### config.mk
export PLATFORM = sky130hd
export DESIGN_NAME = keypad_scanner
export DESIGN_NICKNAME = d
export VERILOG_FILES = /design/src/rtl/keypad_scanner.sv
export SDC_FILE = /design/constraint.sdc
export NUM_CORES = 1
export LEC_CHECK = 0
export CAP_MARGIN = 15
export CORE_MARGIN = 3
export CORE_UTILIZATION = 53
export DETAILED_ROUTE_END_ITERATION = 10
export PLACE_DENSITY = 0.71
export SLEW_MARGIN = 10
export SYNTH_ARGS = -nofsm -noshare
export SYNTH_HDL_FRONTEND = slang
export SYNTH_SLANG_ARGS = --single-unit
### constraint.sdc
create_clock -name clk -period 4.3 [get_ports clk]
set_input_delay 1.075 -clock clk [delete_from_list [all_inputs] [get_ports clk]]
set_output_delay 1.075 -clock clk [all_outputs]
set_load 0.05 [all_outputs]
### src/rtl/keypad_scanner.sv
// rtl/keypad_scanner.sv - 4x4 keypad column scanner with frame debounce and one-hot key output
module keypad_scanner #(
    parameter int SCAN_DIV       = 1000,
    parameter int DEBOUNCE_SCANS = 4
) (
    input  logic        clk,
    input  logic        rst,
    input  logic [3:0]  row_in,
    output logic [3:0]  col_out,
    output logic [15:0] key_onehot,
    output logic        key_valid,
    output logic        key_strobe
);

    localparam int DIV_W = $clog2(SCAN_DIV);
    localparam int CNT_W = $clog2(DEBOUNCE_SCANS + 1);
    localparam logic [DIV_W-1:0] DIV_LAST = DIV_W'(SCAN_DIV - 1);
    localparam logic [CNT_W-1:0] CNT_MAX  = CNT_W'(DEBOUNCE_SCANS);
    localparam logic [CNT_W-1:0] CNT_ONE  = CNT_W'(1);

    typedef enum logic {ST_RELEASED, ST_HELD} state_t;

    logic [3:0]       r_row_meta;
    logic [3:0]       r_row_s;
    logic [DIV_W-1:0] r_div;
    logic [1:0]       r_col;
    logic [15:0]      r_frame;
    logic [15:0]      r_last_frame;
    logic [CNT_W-1:0] r_match_cnt;
    logic             r_commit;
    logic [15:0]      r_commit_frame;
    state_t           r_state;
    logic [15:0]      r_key_onehot;
    logic             r_key_valid;
    logic             r_key_strobe;

    logic             w_sample;
    logic             w_eval;
    logic [15:0]      w_frame_new;
    logic             w_same;
    logic [CNT_W-1:0] w_match_next;
    logic             w_commit;
    logic             w_single;
    state_t           w_state_next;
    logic [15:0]      w_onehot_next;
    logic             w_valid_next;
    logic             w_strobe_next;

    assign w_sample = (r_div == DIV_LAST);
    assign w_eval   = w_sample && (r_col == 2'd3);

    always_comb begin
        w_frame_new = r_frame;
        w_frame_new[{r_col, 2'b00} +: 4] = r_row_s;
    end

    assign w_same       = (w_frame_new == r_last_frame);
    assign w_match_next = !w_same ? CNT_ONE :
                          (r_match_cnt == CNT_MAX) ? CNT_MAX : r_match_cnt + CNT_ONE;
    // Commit only on the transition into saturation, never while already saturated.
    assign w_commit     = w_eval && w_same && (r_match_cnt == CNT_MAX - CNT_ONE);

    always_ff @(posedge clk or posedge rst) begin
        if (rst) begin
            r_row_meta     <= 4'd0;
            r_row_s        <= 4'd0;
            r_div          <= '0;
            r_col          <= 2'd0;
            r_frame        <= 16'd0;
            r_last_frame   <= 16'd0;
            r_match_cnt    <= '0;
            r_commit       <= 1'b0;
            r_commit_frame <= 16'd0;
        end else begin
            r_row_meta <= row_in;
            r_row_s    <= r_row_meta;
            r_commit   <= w_commit;
            if (w_sample) begin
                r_div   <= '0;
                r_col   <= r_col + 2'd1;
                r_frame <= w_frame_new;
            end else begin
                r_div <= r_div + DIV_W'(1);
            end
            if (w_eval) begin
                r_last_frame   <= w_frame_new;
                r_match_cnt    <= w_match_next;
                r_commit_frame <= w_frame_new;
            end
        end
    end

    assign w_single = (r_commit_frame != 16'd0) &&
                      ((r_commit_frame & (r_commit_frame - 16'd1)) == 16'd0);

    always_comb begin
        w_state_next  = r_state;
        w_onehot_next = r_key_onehot;
        w_valid_next  = r_key_valid;
        w_strobe_next = 1'b0;
        if (r_commit) begin
            if (w_single) begin
                w_state_next  = ST_HELD;
                w_onehot_next = r_commit_frame;
                w_valid_next  = 1'b1;
                w_strobe_next = (r_state == ST_RELEASED) || (r_commit_frame != r_key_onehot);
            end else begin
                w_state_next  = ST_RELEASED;
                w_onehot_next = 16'd0;
                w_valid_next  = 1'b0;
            end
        end
    end

    always_ff @(posedge clk or posedge rst) begin
        if (rst) begin
            r_state      <= ST_RELEASED;
            r_key_onehot <= 16'd0;
            r_key_valid  <= 1'b0;
            r_key_strobe <= 1'b0;
        end else begin
            r_state      <= w_state_next;
            r_key_onehot <= w_onehot_next;
            r_key_valid  <= w_valid_next;
            r_key_strobe <= w_strobe_next;
        end
    end

    assign col_out    = 4'b0001 << r_col;
    assign key_onehot = r_key_onehot;
    assign key_valid  = r_key_valid;
    assign key_strobe = r_key_strobe;

endmodule
# --- Word-level counts from Yosys, hierarchy flattened ---
# Index checks and enable logic that the tools add are counted.
classes:
  reduce_logical: 7
  eq_ne: 6
  shifts: 3
  n_mux: 8
  n_bitwise: 2
  n_addsub: 5
op_table:
  columns: ["op", "count"]
  rows:
  - ["bitwise AND 16 bit", 1]
  - ["bitwise mux 16 bit", 1]
  - ["== test 16 bit", 1]
  - ["logical NOT 16 bit", 1]
  - ["2-to-1 mux 16 bit", 1]
  - ["!= test 16 bit", 1]
  - ["nonzero test 16 bit", 1]
  - ["variable shift 4 x 6 -> 16 bit (first input constant)", 1]
  - ["variable part select 4 x 6 -> 16 bit", 1]
  - ["subtractor 16 x 1 -> 16 bit (second input constant)", 1]
  - ["adder 10 x 1 -> 10 bit (second input constant)", 1]
  - ["== test 10 bit (second input constant)", 1]
  - ["2-to-1 mux 10 bit", 1]
  - ["2-to-1 mux 3 bit", 2]
  - ["negation 4 -> 6 bit", 1]
  - ["logical AND 1 bit", 4]
  - ["<< shifter 1 x 2 -> 4 bit (first input constant)", 1]
  - ["adder 3 x 1 -> 3 bit (second input constant)", 1]
  - ["== test 3 x 2 -> 1 bit (second input constant)", 1]
  - ["== test 3 bit (second input constant)", 1]
  - ["2-to-1 mux 1 bit", 3]
  - ["adder 2 x 1 -> 2 bit (second input constant)", 1]
  - ["== test 2 bit (second input constant)", 1]
  - ["logical OR 1 bit", 1]
  - ["inverter 1 bit", 1]
totals:
  inputBits: 6
  regBits: 74
  elab_cells: 42
  out_inout_bits: 22

# --- Logic depth before layout (Yosys ltp) ---
logic_depth:
  ltp_word: 6
  ltp_mapped: 9
  depth_no_buf: 8

# --- Worst setup path after synthesis ---
# No wires, ideal clock.
synth_path:
  path_type: "reg-to-reg"
  from: "register r_col[0]"
  to: "register r_match_cnt[0]"
  setup_time_ns: 0.137
  arrival_ns: 3.177
  n_path_buf: 1
  setup_slack_ns: 0.986
  stages_incl_launch_ff: 10
  path_cell_list: "dfrtp_1 > inv_1 > ha_1 > and4bb_2 > clkbuf_1 > a21oi_1 > a2111oi_0 > nand4_1 > or4b_2 > a2bb2oi_1"
synth_between:
  elab_chain_cells: 5
synth_lines:
  columns: ["item", "line_no", "rtl"]
  rows:
  - ["start, declared", "26", "logic [1:0] r_col;"]
  - ["start signal, assigned", "80", "r_col <= r_col + 2'd1;"]
  - ["negation 4 -> 6 bit", "54", "w_frame_new[{r_col, 2'b00} +: 4] = r_row_s;"]
  - ["variable part select 4 x 6 -> 16 bit / variable shift 4 x 6 -> 16 bit (equally long branches)", "54", null]
  - ["bitwise mux 16 bit", "54", null]
  - ["== test 16 bit", "57", "assign w_same = (w_frame_new == r_last_frame);"]
  - ["2-to-1 mux 3 bit", "58", "assign w_match_next = !w_same ? CNT_ONE :"]
  - ["end signal, assigned", "87", "r_match_cnt <= w_match_next;"]
  - ["end, declared", "29", "logic [CNT_W-1:0] r_match_cnt;"]
# Several ways; a longest one is shown, not always the timed one.
# A chain may end at the register's enable or synchronous reset.

# --- Worst setup path after layout ---
# Same ends and word-level chain as after synthesis.

==> flow_summary.json <==
{
  "fin_skew_ns": 0.01268,
  "dr_wl_met3_um": 420,
  "routed_wl_mm": 8.526,
  "cts_max_level": 3,
  "number_of_vias_per_cell_after_detailed_routing": 5.690,
  "yosys_warnings": 0,
  "placement_rows": 30,
  "critical_path.max_fanout": 13,
  "place_ws_ns": 0.9232,
  "worst_r2r_endpoint": "r_match_cnt[0]",
  "critPathCapture": "r_match_cnt[0]",
  "cts_made_buffers": 9,
  "post-cts-setup-buffer-count": 0,
  "metal_1_wl_mm": 4.012,
  "hold_depth": 0,
  "final_util_pct": 63.05,
  "hold_path.class": "reg2reg",
  "grt_usage_pct": 21.08,
  "horizontal_die_dimension_um": 92,
  "outcome": "finished clean",
  "yosys_register_bits": 74,
  "synth_cells": 405,
  "cap_violations": 0,
  "crit_path_start_kind": "flip-flop",
  "slew_headroom_pct": 31.06,
  "synthesis.area_um2": 3920,
  "grt_antenna_before_repair": 0,
  "design_power_total_mw": 1.289,
  "final_antenna_net_count": 0,
  "yosysUniqueCellTypes": 52,
  "cp.required_ns": 4.49,
  "worst_r2r_setup_slack_ns": 0.87,
  "bufs_on_longest_clock_path": 2,
  "p_leak_nw": 1.886,
  "cp_slowest_stage_delay_ns": 0.71,
  "diodes": 0,
  "crit_type": "reg2reg",
  "place.port_buffers": 27,
  "holdWs_ns": 0.3490,
  "post-route-min-period_ns": 3.429,
  "area_of_the_die_um2": 8464,
  "clkTransAtPathRegs_ns": 0.07,
  "grt_pass1_vias": 2793,
  "critPathCaptureType": "flip-flop",
  "final_nets": 433,
  "ctsRootBufferMaster": "sky130_fd_sc_hd__clkbuf_8",
  "worstPathCellList": "inv_1 -> ha_1 -> and4bb_2 -> a21oi_1 -> a2111oi_0 -> nand4_1 -> or4b_2 -> a2bb2oi_1",
  "reg2reg_depth": 8,
  "synth_top_area_share_pct": 47.24,
  "detailedPlacementHpwl_mm": 5.928,
  "worstSetupStartpoint": "r_col[0]",
  "route.met2.wl_mm": 3.995,
  "timing_hold_violations_final": 0,
  "final.setup.worst_slack_ns": 0.8708,
  "wl_per_cell_um": 16.52,
  "vias": 2936,
  "synth-seq-area-share_pct": 47.24,
  "drt_iter0_markers": 149,
  "post_synth_most_frequent_cells": "sky130_fd_sc_hd__dfrtp_1 (74), sky130_fd_sc_hd__nand2_1 (40), sky130_fd_sc_hd__nor2_1 (26)",
  "boundaryPins": 28,
  "post_cts_hold_buffer_count": 0,
  "setup_tns_ns": 0,
  "synth_enable_flop_cells": 0,
  "worstSkewPairLatency_ns": 0.35,
  "postCtsResizedCells": 0,
  "pin_count_of_the_biggest_net_entering_global_routing": 40,
  "post-synth-top-count-cell": "sky130_fd_sc_hd__dfrtp_1",
  "netlist_top_cells_area": "sky130_fd_sc_hd__dfrtp_1 (47%), sky130_fd_sc_hd__xnor2_1 (5.6%), sky130_fd_sc_hd__ha_1 (3.8%)",
  "top_signal_layer_used": "met4",
  "async_reset_ff_share_pct": 100.0,
  "initial_utilization_pct": 56.15,
  "grt_overflow": 0,
  "place_congestion": 0.9045,
  "postSynthNetCount": 423,
  "layout_worst_path_cycle_share_pct": 79.75,
  "area_growth_pct": 12.29,
  "fmax_ghz": 0.2916,
  "fraction_of_final_layout_cells_sized_beyond_drive_strength_1_pct": 5.714,
  "timing.critical_path.slowest_stage_cell": "sky130_fd_sc_hd__or4b_2",
  "tightest_slew_ns": 1.032,
  "finalMaxSlewViolations": 0,
  "most_used_flip_flop_cell_after_synthesis": "sky130_fd_sc_hd__dfrtp_1",
  "worst-endpoint-arrival_ns": 3.62,
  "chipHeight_um": 92,
  "grt_setup_unrepaired": "no",
  "drt_pass1_iterations": 4,
  "syn_avg_cell_area_um2": 9.679,
  "grt_pass1_wl_mm": 14.00,
  "cts_tree": "yes",
  "clock_sinks": 74,
  "p_per_area_nw_per_um2": 292.9,
  "r2r-start": "r_col[0]",
  "drc_errors": 0,
  "final-setup-viol-count": 0,
  "floorplan_core_area_um2": 6982,
  "ir_drop_uv": 157.5,
  "synth.largest_area_cell": "sky130_fd_sc_hd__dfrtp_1"
}
critical path: cells and delay by family, from the launching register on:
kind	cells	cell delay [ns]
fa+ha+maj	1	0.43
compound gates	3	0.80
buf+inv	1	0.21
flops	1	0.55
simple gates	3	1.30
cells by family after synthesis:
kind of cell	share of synthesized area [%]
xor+xnor	6.926
simple gates	18.86
compound gates	16.47
buf+inv	5.106
flops	47.24
mux	1.053
fa+ha+maj	4.341
flip-flops by register name (all words and copies together), names as in the netlist:
register	cells
key_onehot	16
r_commit_frame	16
r_frame	16
r_div	10
r_row_meta	4
r_row_s	4
r_match_cnt	3
r_col	2
key_strobe	1
key_valid	1
r_commit	1
power by group:
group,internal (mW),switching [mW]
sequential,0.699,0.00267
clock,0.300,0.260
combinational,0.00914,0.0179
total,1.01,0.281
stage by stage:
step | instance area, um^2 | std cells
3_3_place_gp | 4198 | 500
6_report | 4402 | 516
4_1_cts | 4402 | 516
3_5_place_dp | 4198 | 500
5_1_grt | 4402 | 516
2_1_floorplan | 3920 | 405
worst min-delay path by stage:
stage | start | to | slack (ns)
after floorplan | r_row_meta[0] | r_row_s[0] | 0.33
after global placement | r_row_meta[0] | r_row_s[0] | 0.33
after detailed placement | r_row_meta[0] | r_row_s[0] | 0.33
after CTS | r_row_meta[2] | r_row_s[2] | 0.35
after global routing | r_row_meta[0] | r_row_s[0] | 0.36
final | r_row_meta[2] | r_row_s[2] | 0.35
routing by layer:
metal	track usage, %	up-vias
met3	3.035	11
met1	28.89	1414
met4	10.27	0
met5	0	-
li1	-	1439
met2	32.91	72
cell type report:
type | count | area (um^2)
fill | 595 | 2580
multi-input combinational | 285 | 1868
sequential | 74 | 1852
timing repair buffer | 29 | 297.8
clock buffer | 12 | 155.1
tap | 96 | 120.1
inverter | 16 | 60.06
clock inverter | 4 | 48.80
placed cells by master (no fill, tap or decap), types with 2 or more instances in the layout:
master	Yosys	routed
sky130_fd_sc_hd__inv_1	15	14
sky130_fd_sc_hd__a2bb2oi_1	2	2
sky130_fd_sc_hd__o2111ai_1	2	2
sky130_fd_sc_hd__dfrtp_1	74	74
sky130_fd_sc_hd__and3_1	4	4
sky130_fd_sc_hd__xor2_1	6	6
sky130_fd_sc_hd__nand2b_1	6	6
sky130_fd_sc_hd__nor3b_1	4	4
sky130_fd_sc_hd__nand4b_1	2	2
sky130_fd_sc_hd__maj3_1	2	2
sky130_fd_sc_hd__clkdlybuf4s50_1	0	27
sky130_fd_sc_hd__clkbuf_8	0	11
sky130_fd_sc_hd__nand3_1	12	12
sky130_fd_sc_hd__a32o_1	5	5
sky130_fd_sc_hd__ha_1	12	12
sky130_fd_sc_hd__nand4_1	5	5
sky130_fd_sc_hd__and2_1	3	3
sky130_fd_sc_hd__a22oi_1	4	4
sky130_fd_sc_hd__o211ai_1	2	2
sky130_fd_sc_hd__a22o_1	14	14
sky130_fd_sc_hd__or4_1	3	3
sky130_fd_sc_hd__mux2i_1	3	3
sky130_fd_sc_hd__xnor2_1	25	25
sky130_fd_sc_hd__nand2_1	40	40
sky130_fd_sc_hd__a31oi_1	11	11
sky130_fd_sc_hd__nor2b_1	22	22
sky130_fd_sc_hd__o41ai_1	2	2
sky130_fd_sc_hd__nor4bb_1	2	2
sky130_fd_sc_hd__nor3_1	5	5
sky130_fd_sc_hd__a21oi_1	19	19
sky130_fd_sc_hd__a2111oi_0	2	2
sky130_fd_sc_hd__o21ai_0	25	25
sky130_fd_sc_hd__clkinv_2	0	2
sky130_fd_sc_hd__nor2_1	26	26
No activity file was read; power rests on OpenSTA's default activity.
